## config.mk

```make
export PLATFORM = sky130hd
export DESIGN_NAME = gpio_seq
export DESIGN_NICKNAME = d
export VERILOG_FILES = /design/src/rtl/gpio_seq_pkg.sv /design/src/rtl/gpio_seq_table.sv /design/src/rtl/gpio_seq.sv
export SDC_FILE = /design/constraint.sdc
export NUM_CORES = 1
export LEC_CHECK = 0
export CORE_ASPECT_RATIO = 1.75
export CORE_UTILIZATION = 29
export DETAILED_ROUTE_END_ITERATION = 12
export GPL_ROUTABILITY_DRIVEN = 0
export PLACE_DENSITY_LB_ADDON = 0.2
export SETUP_SLACK_MARGIN = 0.05
export SYNTH_ARGS = -nofsm -noshare
export SYNTH_HDL_FRONTEND = slang
export SYNTH_SLANG_ARGS = --single-unit
export TNS_END_PERCENT = 100
```

## constraint.sdc

```tcl
create_clock -name Clk -period 7.8 [get_ports Clk]
set_clock_uncertainty 0.1 [all_clocks]
set_input_delay 2.34 -clock Clk [delete_from_list [all_inputs] [get_ports Clk]]
set_output_delay 2.34 -clock Clk [all_outputs]
set_load 0.01 [all_outputs]
```

## src/rtl/gpio_seq_pkg.sv

```systemverilog
// Shared constants for the GPIO pattern sequencer: register map,
// CTRL/status bit positions and the FSM state encoding.
package gpio_seq_pkg;

  // Register map of the sequencer's own register port
  localparam logic [3:0] REG_CTRL     = 4'd0;
  localparam logic [3:0] REG_TAB_PTR  = 4'd1;
  localparam logic [3:0] REG_TAB_ADDR = 4'd2;
  localparam logic [3:0] REG_TAB_DATA = 4'd3;
  localparam logic [3:0] REG_TAB_HOLD = 4'd4;
  localparam logic [3:0] REG_LEN      = 4'd5;
  localparam logic [3:0] REG_CUR      = 4'd6;

  // CTRL write bits
  localparam int CTRL_START   = 0;
  localparam int CTRL_STOP    = 1;
  localparam int CTRL_LOOP    = 2;
  localparam int CTRL_CLRDONE = 3;

  // CTRL read bits
  localparam int STAT_BUSY = 0;
  localparam int STAT_LOOP = 1;
  localparam int STAT_DONE = 2;

  // Sequencer states; ADVANCE is a combinational decision, not a state
  typedef enum logic [1:0] {
    ST_IDLE  = 2'd0,
    ST_ISSUE = 2'd1,
    ST_HOLD  = 2'd2
  } state_e;

endpackage

```

## src/rtl/gpio_seq_table.sv

```systemverilog
// Step table: DEPTH entries of {GPIO word address, data, hold time}.
// One synchronous write port (host commit), one asynchronous read port
// (current step). Contents are intentionally not reset.
module gpio_seq_table #(
  parameter int DEPTH  = 16,
  parameter int PTR_W  = 4,
  parameter int HOLD_W = 16
) (
  input  logic              clk_i,
  input  logic              we_i,
  input  logic [PTR_W-1:0]  waddr_i,
  input  logic [3:0]        wgaddr_i,
  input  logic [15:0]       wdata_i,
  input  logic [HOLD_W-1:0] whold_i,
  input  logic [PTR_W-1:0]  raddr_i,
  output logic [3:0]        rgaddr_o,
  output logic [15:0]       rdata_o,
  output logic [HOLD_W-1:0] rhold_o
);

  logic [3:0]        gaddr_mem [DEPTH];
  logic [15:0]       data_mem  [DEPTH];
  logic [HOLD_W-1:0] hold_mem  [DEPTH];

  // Commit one full entry on a host write
  always_ff @(posedge clk_i) begin
    if (we_i) begin
      gaddr_mem[waddr_i] <= wgaddr_i;
      data_mem[waddr_i]  <= wdata_i;
      hold_mem[waddr_i]  <= whold_i;
    end
  end

  assign rgaddr_o = gaddr_mem[raddr_i];
  assign rdata_o  = data_mem[raddr_i];
  assign rhold_o  = hold_mem[raddr_i];

endmodule

```

## src/rtl/gpio_seq.sv

```systemverilog
// Timed GPIO pattern sequencer plus CPU pass-through arbiter.
// Handshake: the GPIO port has no back-pressure; a write is a single
// cycle with GEn=GWr=1. A CPU access (PEn=1) owns the GPIO port that
// cycle and a pending sequencer write waits until PEn drops.
module gpio_seq
  import gpio_seq_pkg::*;
#(
  parameter int DEPTH  = 16,
  parameter int PTR_W  = 4,
  parameter int HOLD_W = 16
) (
  input  logic        Clk,
  input  logic        Reset,
  input  logic [3:0]  Addr,
  output logic [15:0] DataRd,
  input  logic [15:0] DataWr,
  input  logic        En,
  input  logic        Rd,
  input  logic        Wr,
  input  logic [3:0]  PAddr,
  output logic [15:0] PDataRd,
  input  logic [15:0] PDataWr,
  input  logic        PEn,
  input  logic        PRd,
  input  logic        PWr,
  output logic [3:0]  GAddr,
  input  logic [15:0] GDataRd,
  output logic [15:0] GDataWr,
  output logic        GEn,
  output logic        GRd,
  output logic        GWr
);

  localparam logic [PTR_W:0]   LEN_MAX = (PTR_W+1)'(DEPTH);
  localparam logic [PTR_W-1:0] PTR_TOP = PTR_W'(DEPTH - 1);

  // Reads are combinational and not gated by the strobe
  logic unused_rd;
  assign unused_rd = Rd;

  state_e            state_q;
  logic [PTR_W-1:0]  cur_q;
  logic [HOLD_W-1:0] hold_cnt_q;
  logic              done_q;
  logic              loop_q;
  logic [PTR_W-1:0]  tab_ptr_q;
  logic [3:0]        tab_addr_q;
  logic [15:0]       tab_data_q;
  logic [PTR_W:0]    len_q;

  logic [3:0]        ent_gaddr;
  logic [15:0]       ent_data;
  logic [HOLD_W-1:0] ent_hold;

  logic busy;
  logic ctrl_wr, cfg_wr, start_req, stop_req, clr_done, tab_we;

  assign busy      = (state_q != ST_IDLE);
  assign ctrl_wr   = En && Wr && (Addr == REG_CTRL);
  assign cfg_wr    = En && Wr && !busy;
  assign start_req = ctrl_wr && DataWr[CTRL_START];
  assign stop_req  = ctrl_wr && DataWr[CTRL_STOP];
  assign clr_done  = ctrl_wr && DataWr[CTRL_CLRDONE];
  assign tab_we    = cfg_wr && (Addr == REG_TAB_HOLD);

  gpio_seq_table #(
    .DEPTH (DEPTH),
    .PTR_W (PTR_W),
    .HOLD_W(HOLD_W)
  ) u_table (
    .clk_i   (Clk),
    .we_i    (tab_we),
    .waddr_i (tab_ptr_q),
    .wgaddr_i(tab_addr_q),
    .wdata_i (tab_data_q),
    .whold_i (DataWr[HOLD_W-1:0]),
    .raddr_i (cur_q),
    .rgaddr_o(ent_gaddr),
    .rdata_o (ent_data),
    .rhold_o (ent_hold)
  );

  // Host-visible configuration: staging regs, table pointer, length, loop
  always_ff @(posedge Clk) begin
    if (Reset) begin
      tab_ptr_q  <= '0;
      tab_addr_q <= '0;
      tab_data_q <= '0;
      len_q      <= '0;
      loop_q     <= 1'b0;
    end else begin
      // Loop is live even while busy; it is only sampled at ADVANCE
      if (ctrl_wr) loop_q <= DataWr[CTRL_LOOP];
      if (cfg_wr) begin
        case (Addr)
          REG_TAB_PTR:  tab_ptr_q  <= DataWr[PTR_W-1:0];
          REG_TAB_ADDR: tab_addr_q <= DataWr[3:0];
          REG_TAB_DATA: tab_data_q <= DataWr;
          REG_TAB_HOLD: tab_ptr_q  <= (tab_ptr_q == PTR_TOP) ? '0 : tab_ptr_q + 1'b1;
          REG_LEN:      len_q      <= (DataWr > 16'(DEPTH)) ? LEN_MAX : DataWr[PTR_W:0];
          default: ;
        endcase
      end
    end
  end

  // ADVANCE decision taken at the end of a step (no cycle of its own)
  state_e           adv_state_d;
  logic [PTR_W-1:0] adv_cur_d;
  logic             adv_finish_d;
  always_comb begin
    adv_state_d  = ST_ISSUE;
    adv_cur_d    = cur_q + 1'b1;
    adv_finish_d = 1'b0;
    if (({1'b0, cur_q} + 1'b1) >= len_q) begin
      if (loop_q) begin
        adv_cur_d = '0;
      end else begin
        adv_state_d  = ST_IDLE;
        adv_cur_d    = cur_q;
        adv_finish_d = 1'b1;
      end
    end
  end

  // Sequencer FSM: IDLE -> ISSUE (deferred while CPU owns the port) -> HOLD
  always_ff @(posedge Clk) begin
    if (Reset) begin
      state_q    <= ST_IDLE;
      cur_q      <= '0;
      hold_cnt_q <= '0;
      done_q     <= 1'b0;
    end else begin
      if (clr_done) done_q <= 1'b0;
      if (stop_req) begin
        // Stop beats Start in the same write; CUR and Done are left alone
        state_q    <= ST_IDLE;
        hold_cnt_q <= '0;
      end else begin
        case (state_q)
          ST_IDLE: begin
            if (start_req && (len_q != '0)) begin
              state_q <= ST_ISSUE;
              cur_q   <= '0;
              done_q  <= 1'b0;
            end
          end
          ST_ISSUE: begin
            if (!PEn) begin
              if (ent_hold != '0) begin
                state_q    <= ST_HOLD;
                hold_cnt_q <= ent_hold;
              end else begin
                state_q <= adv_state_d;
                cur_q   <= adv_cur_d;
                if (adv_finish_d) done_q <= 1'b1;
              end
            end
          end
          ST_HOLD: begin
            if (hold_cnt_q <= HOLD_W'(1)) begin
              hold_cnt_q <= '0;
              state_q    <= adv_state_d;
              cur_q      <= adv_cur_d;
              if (adv_finish_d) done_q <= 1'b1;
            end else begin
              hold_cnt_q <= hold_cnt_q - 1'b1;
            end
          end
          default: state_q <= ST_IDLE;
        endcase
      end
    end
  end

  // Register read mux; unmapped addresses and unused bits read 0
  always_comb begin
    DataRd = '0;
    case (Addr)
      REG_CTRL: begin
        DataRd[STAT_BUSY] = busy;
        DataRd[STAT_LOOP] = loop_q;
        DataRd[STAT_DONE] = done_q;
      end
      REG_TAB_PTR:  DataRd[PTR_W-1:0] = tab_ptr_q;
      REG_TAB_ADDR: DataRd[3:0]       = tab_addr_q;
      REG_TAB_DATA: DataRd            = tab_data_q;
      REG_LEN:      DataRd[PTR_W:0]   = len_q;
      REG_CUR:      DataRd[PTR_W-1:0] = cur_q;
      default: ;
    endcase
  end

  // GPIO port arbitration: CPU pass-through has absolute priority
  always_comb begin
    if (PEn) begin
      GEn     = PEn;
      GRd     = PRd;
      GWr     = PWr;
      GAddr   = PAddr;
      GDataWr = PDataWr;
    end else begin
      GEn     = (state_q == ST_ISSUE);
      GRd     = 1'b0;
      GWr     = (state_q == ST_ISSUE);
      GAddr   = (state_q == ST_ISSUE) ? ent_gaddr : 4'd0;
      GDataWr = (state_q == ST_ISSUE) ? ent_data : 16'd0;
    end
  end

  assign PDataRd = GDataRd;

endmodule
```

==> Word-level counts from Yosys, hierarchy flattened <==
Memory sizes are Yosys's and may differ from the RTL's. A register that Yosys moved wholly into a read port is not among the register bits.
Index checks and enable logic that the tools add are counted.
W data, S select, Z words.
{ "totals": {"mem_bits_rw": 576, "ff_bits": 53, "memories": 3, "output_inout_bits": 55, "input_bits": 64} }
{ "op_classes": {"n_addsub": 4, "eq_ne": 14, "reduce_logical": 25, "magnitude_cmp": 3, "muxes": 50, "n_bitwise": 1} }
{ "memory_table": {"columns": ["memory", "depth", "width", "rd", "rd_ports_with_merged_regs", "wr", "line_no", "text"], "rows": [
  ["u_table.data_mem", 16, 16, 1, 1, 1, "gpio_seq_table.sv:22", "logic [15:0] data_mem [DEPTH];"],
  ["u_table.hold_mem", 16, 16, 1, 1, 1, "gpio_seq_table.sv:23", "logic [HOLD_W-1:0] hold_mem [DEPTH];"],
  ["u_table.gaddr_mem", 16, 4, 1, 1, 1, "gpio_seq_table.sv:21", "logic [3:0] gaddr_mem [DEPTH];"]
]} }
{ "ops": {"columns": ["op", "n"], "rows": [
  ["$mux W16", 5],
  ["$mux W4", 15],
  ["$pmux W16 S2", 1],
  ["$pmux W3 S6", 1],
  ["$gt A16 B5 Y1 const B", 1],
  ["$le A16 B1 Y1 const B", 1],
  ["$mux W1", 16],
  ["$reduce_bool A16 Y1", 1],
  ["$sub A16 B1 Y16 const B", 1],
  ["$eq A4 B3 Y1 const B", 3],
  ["$pmux W4 S3", 1],
  ["$mux W11", 1],
  ["$ne A2 B2 Y1 const B", 5],
  ["$add A4 B1 Y4 const B", 2],
  ["$eq A4 B2 Y1 const B", 2],
  ["$logic_and A1 B1 Y1", 8],
  ["$mux W2", 4],
  ["$pmux W4 S2", 1],
  ["$reduce_and A2 Y1", 4],
  ["$pmux W2 S3", 1],
  ["$reduce_and A3 Y1", 2],
  ["$reduce_and A6 Y1", 1],
  ["$reduce_bool A2 Y1", 3],
  ["$add A4 B1 Y5 const B", 1],
  ["other kinds (16)", 16]
]} }

==> Longest topological paths before layout <==
Gate-level depths: netlist (run 1).
{ "logic_depth": {"ltp_word": 9, "depth_mapped": 11} }

==> Hierarchy <==
Synthesis (run 1) repeated with hierarchy kept, for this count alone.
{ "hier_totals": {"cells_unflattened": 1364, "hier_area_um2": 25156.6} }
{ "modules_own_cells": {"columns": ["module", "cells_per_inst", "area_each_um2", "instances"], "rows": [
  ["gpio_seq_table", 902, 21598.2, 1],
  ["gpio_seq", 462, 3558.4, 1]
]} }

==> Least setup slack after synthesis (run 1) <==
Ideal clock, no wire load.
{ "synth_path": {"kind": "input -> register", "start": "in Addr[2]", "end": "mem u_table.data_mem[0][0], enable pin", "slack_ps": 749, "required_ps": 7181, "path_stages": 4, "arrival_time_ps": 6431, "path_cell_list": "clkbuf_1 -> nor2b_1 -> nand3_1 -> nor4_1"} }
{ "synth_between": {"elab_chain_len": 4} }
{ "synth_lines": {"columns": ["item", "line_no", "text"], "rows": [
  ["from (decl)", "gpio_seq.sv:14", "input logic [3:0] Addr,"],
  ["$eq A4 B3 Y1", "gpio_seq.sv:64", "assign tab_we = cfg_wr && (Addr == REG_TAB_HOLD);"],
  ["$logic_and A1 B1 Y1", "gpio_seq.sv:64", null],
  ["$mux W1", "gpio_seq_table.sv:27", "if (we_i) begin"],
  ["$mux W1 (not written as such)", "gpio_seq_table.sv:29", "data_mem[waddr_i] <= wdata_i;"],
  ["to (decl)", "gpio_seq_table.sv:22", null]
]} }
No other way between the ends.

==> Final worst setup path (run 1) <==
{ "layout_path": {"start": "in Addr[0]", "end": "out DataRd[0]"} }
{ "layout_between": {"elab_chain_len": 2, "word_cells_on_any_way": 7, "cone_classes": "eq/ne: 5; mux: 1; reduce/logical: 1"} }
{ "layout_lines": {"columns": ["item", "line_no", "text"], "rows": [
  ["$eq A4 B3 Y1, or another cell as far along", "gpio_seq.sv:179", "case (Addr)"],
  ["$pmux W3 S6 (*)", "gpio_seq.sv:179", null],
  ["to (decl)", "gpio_seq.sv:15", "output logic [15:0] DataRd,"]
]} }
Every way passes the cells marked *; elsewhere a longest branch is shown, timed or not.

==> qor.yml, run 1 <==
min_period_ns: 6.98
synth.avg_cell_area_um2: 18.3
grtUsageTotal_pct: 16.1
clk_latency_ns: 0.62
finish.net_count: 1569
synthTopCellsByCount: "576 x edfxtp_1, 166 x mux4_2, 113 x nand2_1"
p_per_area_nw_per_um2: 223
antenna_found_initial: 3
endpoint_kind: "output port"
io_pins: 119
stdcell_count: 2696
first_iter_violations: 1102
synth.mux.area_fraction_pct: 15.3
rsz0062_at_grt: "no"
leakage_nw: 9.51
root_buffer: "clkbuf_16"
yosysWarnings: 0
outcome: "completed"
fin_crit_sh_pct: 89.5
synth-xor-area-share_pct: 0.515
setup-violations-final: 0
tns_ns: 0
grt_pass1_vias: 14400
die_area_um2: 89200
worstPathRequired_ns: 5.36
cp_max_fo: 13
yosys.area.top_type_share_pct: 67.8
io_buffers: 85
synthAdderAreaFrac_pct: 0.784
vias_per_cell: 5.01
core_region_area_um2: 87000
synth-seq-cells: 633
peakVddDrop_mv: 0.142
syn_inst: 1391
switchingPower_mw: 1.34
crit_arrival_ns: 4.54
hold_path_class: "flop to flop"
drc: 0
pwr-share-comb_pct: 2.3
synth_top_family_by_area: "multiplexers"
num_rows: 143
yosysMostFrequentCell: "edfxtp_1"
num_antenna_cells: 0
synth_ff_type: "edfxtp_1"
synthesis.area_um2: 25500
clk_pin_slew_ns: 0.06
clock_path_buffers: 3
synth_edf_count: 576
tightest_slew_ns: 1.15
ys_seq_area_share_pct: 72.2
yosys.cell_types.count: 53
multi_input_area_um2: 6650
clockPowerShare_pct: 42.0
die_width_um: 226
synth_nets: 1471
p_int_mw: 5.27
postRouteAntennaNets: 0
start_kind: "input port"
grt_pass1_wl_mm: 102
final-seq-area_um2: 18400
ctsHtreeMaxLevel: 2
firstDrtPassIters: 5
cts_sinks: 633
cts_hold_buffers: 0
sequentialPowerShare_pct: 55.7
post_cts_resized: 0
synthToLayoutAreaGrowth_pct: 16.3
synth_compound_area_share_pct: 4.34
cts_setup_buffers: 0
cts_tree: "done"
cap_violations: 0
drive_above_1_share_pct: 21.4
hpwl_mm: 41.9
grt_max_degree: 72
synth-simple-area-share_pct: 4.80
max_freq_mhz: 143
synth_top_cell_by_area: "edfxtp_1"
slew_headroom_pct: 22.9
sw_frac_of_total_pct: 20.3
hold_viol_final: 0
numCtsBuffers: 56
die_y_um: 394
path_class: "input port to output port"
drv_slew: 0
holdWs_ns: 0.413
gr-total-overflow: 0
fill_cells: 8338
routed-via-count: 13500
start_util_pct: 29.4
synth_area_leaders: "edfxtp_1 68%, mux4_2 15%, dfxtp_1 4.5%, nand2_1 1.7%, a22oi_1 1.1%"
numPlacedInstances: 2591
async_reset_ff_share_pct: 0
power_mw: 6.61
avgRoutedWirePerCell_um: 26.3
wirelength_mm: 70.9
[final timing paths]
check	start	endpoint	slack, ns	cells after the start
setup / recovery	Addr[0]	DataRd[0]	0.82	5
hold / removal	state_q[0]$_SDFFE_PP0P_	state_q[0]$_SDFFE_PP0P_	0.41	2
setup reg to reg	flop	flop	3.06	10
hold reg to reg	state_q[0]$_SDFFE_PP0P_	state_q[0]$_SDFFE_PP0P_	0.41	2
[power groups by stage]
stage               Combinational [mW]  Sequential, mW  Clock (mW)
detailed placement               0.153            3.75           0
global route                     0.165            3.68        2.96
finish                           0.151            3.68        2.78
floorplan                       0.0694            3.75           0
global placement                 0.150            3.75           0
CTS                              0.153            3.68        2.85
[worst max-delay path, stage by stage]
cell	delay (ns)
clkdlybuf4s50_1	0.78
nor2b_1	0.35
a22oi_1	0.14
a211oi_1	0.32
clkdlybuf4s50_1	0.61
[sequential cells by signal, summed over array words and instances (netlist names), named ones only]
name	flops
u_table.hold_mem	256
tab_data_q	16
cur_q	4
done_q	1
state_q	2
len_q	5
hold_cnt_q	16
u_table.data_mem	256
tab_addr_q	4
tab_ptr_q	4
loop_q	1
u_table.gaddr_mem	64
[cell type report]
type | count | share of cell area (%)
inverter | 22 | 0.278
clock inverter | 23 | 0.704
clock buffer | 82 | 5.43
tap | 1160 | 4.89
sequential | 633 | 62.1
timing repair buffer | 132 | 4.16
multi-input combinational | 644 | 22.4
[cell families (layout without fill, tap and decap cells)]
group / Yosys count / count (layout)
buffers and inverters: 114 / 259
AND/OR/NAND/NOR: 263 / 263
multiplexers: 181 / 181
flip-flops: 633 / 633
XOR/XNOR: 15 / 15
adder cells (fa/ha/maj): 16 / 16
AO/OA/AOI/OAI: 169 / 169
[cell usage in the layout, fill, tap and decap left out, drive strengths merged, types with 14 or more instances in the layout]
cell type,count
a22oi,39
a21oi,37
clkbuf,82
clkdlybuf4s50,84
dfxtp,57
nor3,20
inv,24
o21ai,37
nand2,113
and2,20
mux4,166
nor2,51
nor4,14
ha,16
buf,48
clkinv,16
edfxtp,576
[per-layer routing]
layer	vias to the layer above	global-route usage (%)	wire, µm
met3	139	1.81	2570
met5	-	0	11
li1	5800	-	-
met2	358	29.6	38100
met1	7216	19.1	27700
met4	2	6.08	2480
[per-stage QoR]
| step | utilization, % | cell area (µm²) | worst slack [ns] |
|---|---|---|---|
| after global routing | 34.1 | 29700 | 0.660 |
| after floorplan | - | 25500 | 0.749 |
| after global placement | 32.0 | 27900 | 0.871 |
| after detailed placement | 32.0 | 27900 | 0.856 |
| after CTS | 34.1 | 29700 | 0.836 |
| final | 34.1 | 29700 | 0.819 |
Power figures use the tool's default switching activity.
==> run 2: changes to the inputs <==
--- a/config.mk
+++ b/config.mk
@@ -11,5 +11,5 @@
 export GPL_ROUTABILITY_DRIVEN = 0
 export PLACE_DENSITY_LB_ADDON = 0.2
-export SETUP_SLACK_MARGIN = 0.05
+export SETUP_SLACK_MARGIN = 0.5
 export SYNTH_ARGS = -nofsm -noshare
 export SYNTH_HDL_FRONTEND = slang
==> constraint.sdc (replaced) <==
create_clock -name Clk -period 7.8 [get_ports Clk]
set_clock_uncertainty 0.1 [all_clocks]
set_input_delay 2.34 -clock Clk [delete_from_list [all_inputs] [get_ports Clk]]
set_output_delay 2.34 -clock Clk [all_outputs]
set_load 0.005 [all_outputs]
==> qor.yml, run 2 (synthesized netlist as in run 1, its figures left out) <==
timing.critical_path.mode_cell: "clkdlybuf4s50_1"
routed-via-count: 13200  # -2.3%
die_width_um: 226  # unchanged
rsz0062_at_grt: "no"
peakVddDrop_mv: 0.183  # +28%
cts_hold_buffers: 0  # unchanged
gr-total-overflow: 0  # unchanged
hpwl_mm: 41.9  # about the same
endpoint_kind: "output port"
worstPathRequired_ns: 5.36  # about the same
num_antenna_cells: 0  # unchanged
post_cts_resized: 0  # unchanged
cts_tree: "done"
grt_max_degree: 53  # -26%
p_per_area_nw_per_um2: 226  # +1.6%
leakage_nw: 9.54  # +0.27%
cap_violations: 0  # unchanged
grt_pass1_wl_mm: 101  # -1.8%
critical_path.startpoint: "Addr[0]"
slowest_delay_ns: 0.75  # -0.03 ns
final_common_cell: "edfxtp_1"
cts_sinks: 633  # unchanged
crit_arrival_ns: 4.54  # about the same
setup.worst_path.end: "DataRd[2]"
worst-path-stages: 5  # unchanged
tightest_slew_ns: 1.14  # -0.0147 ns
drc: 0  # unchanged
cp_max_fo: 13  # unchanged
tns_ns: 0  # unchanged
path_delay_family: "buffers and inverters"
numPlacedInstances: 2593  # +0.077%
ctsHtreeMaxLevel: 2  # unchanged
grtUsageTotal_pct: 15.8  # -0.32 points
hold_path_class: "flop to flop"
vias_per_cell: 4.90  # -2.3%
top_regs: "u_table.data_mem (256), u_table.hold_mem (256), u_table.gaddr_mem (64)"
clockPowerShare_pct: 43.1  # +1.1 points
finish.net_count: 1570  # +0.064%
firstDrtPassIters: 5  # unchanged
finalWorstSetupSlack_ns: 0.824  # +0.00510 ns
sequentialPowerShare_pct: 54.6  # -1.1 points
stdcell_count: 2695  # -0.037%
layout_common_cells: "576 x edfxtp_1, 166 x mux4_2, 113 x nand2_1"
outcome: "completed"
clk_pin_slew_ns: 0.07  # about the same
postLayoutCoreUtil_pct: 34.2  # +0.094 points
numCtsBuffers: 55  # -1.8%
min_period_ns: 6.98  # -0.00510 ns
sw_frac_of_total_pct: 20.1  # -0.23 points
root_buffer: "clkbuf_16"
power_mw: 6.73  # +1.9%
cts_setup_buffers: 0  # unchanged
p_int_mw: 5.38  # +2.2%
clock_path_buffers: 3  # unchanged
start_util_pct: 29.4  # unchanged
wirelength_mm: 69.9  # -1.4%
slowest_stage: "clkdlybuf4s50_1"
clk_latency_ns: 0.61  # about the same
hold_viol_final: 0  # unchanged
core_region_area_um2: 87000  # unchanged
antenna_found_initial: 2  # -1
num_rows: 143  # unchanged
path_class: "input port to output port"
grt_pass1_vias: 14300  # -1.2%
path_buf_inv: 2  # unchanged
ff2ff_path_depth: 10  # unchanged
drv_slew: 0  # unchanged
io_buffers: 85  # unchanged
synthToLayoutAreaGrowth_pct: 16.6
start_kind: "input port"
drive_above_1_share_pct: 21.4  # about the same
slew_headroom_pct: 24.1  # +1.2 points
first_iter_violations: 924  # -16%
die_y_um: 394  # unchanged
avgRoutedWirePerCell_um: 25.9  # -1.3%
postRouteAntennaNets: 0  # unchanged
dp_slack_ns: 0.848  # -0.00771 ns
setup-violations-final: 0  # unchanged
pwr-share-comb_pct: 2.2  # about the same
die_area_um2: 89200  # unchanged
io_pins: 119  # unchanged
fin_crit_sh_pct: 89.4  # about the same
switchingPower_mw: 1.35  # +0.70%
crit_chain: "clkdlybuf4s50_1 > nor2b_1 > a22oi_1 > a211oi_1 > clkdlybuf4s50_1"
max_freq_mhz: 143  # about the same
r2r_slack_ns: 3.09  # +0.03 ns
[run 2: tightest hold or removal path, stage by stage (launching register included)]
cell,delay [ns]
dfxtp_1,0.34
nand2_1,0.07
a21oi_1,0.05
[run 2: area by class of cell]
cell class / count / area, µm²
Fill cell: 8344 / 57200
Sequential cell: 633 / 18400
Multi-Input combinational cell: 644 / 6650
Clock buffer: 72 / 1490
Tap cell: 1160 / 1450
Timing Repair Buffer: 134 / 1250
Clock inverter: 30 / 395
Inverter: 22 / 82.6
[run 2: routing by layer]
metal | part of all wire [%] | routed length [µm] | GRT usage [%] | up-vias
met5 | 0 | 0 | 0 | -
met4 | 2.7 | 1880 | 5.10 | 0
met3 | 3.1 | 2190 | 1.64 | 108
met2 | 54 | 37900 | 29.2 | 273
met1 | 40 | 27900 | 18.9 | 7032
li1 | - | - | - | 5792
[run 2: worst min-delay path by stage]
stage                                       start                       to  slack (ns)  cells past startpoint
after global routing      state_q[0]$_SDFFE_PP0P_  state_q[0]$_SDFFE_PP0P_        0.43                      2
final                     state_q[0]$_SDFFE_PP0P_  state_q[0]$_SDFFE_PP0P_        0.40                      2
after detailed placement  state_q[0]$_SDFFE_PP0P_  state_q[0]$_SDFFE_PP0P_        0.39                      2
after floorplan                 done_q$_SDFF_PP0_        done_q$_SDFF_PP0_        0.35                      2
after CTS                 state_q[0]$_SDFFE_PP0P_  state_q[0]$_SDFFE_PP0P_        0.40                      2
after global placement    state_q[0]$_SDFFE_PP0P_  state_q[0]$_SDFFE_PP0P_        0.38                      2
[run 2: through the flow]
stage	area, µm²	hold slack [ns]
floorplan	25500	0.350
global placement	27900	0.378
detailed placement	27900	0.390
CTS	29800	0.399
global route	29800	0.429
finish	29800	0.405
[run 2: power groups by stage]
stage               Clock (mW)  Sequential (mW)  Combinational, mW
floorplan                    0             3.75             0.0645
global placement             0             3.75              0.149
detailed placement           0             3.75              0.151
CTS                       2.98             3.68              0.152
global route              3.08             3.68              0.163
finish                    2.90             3.68              0.150
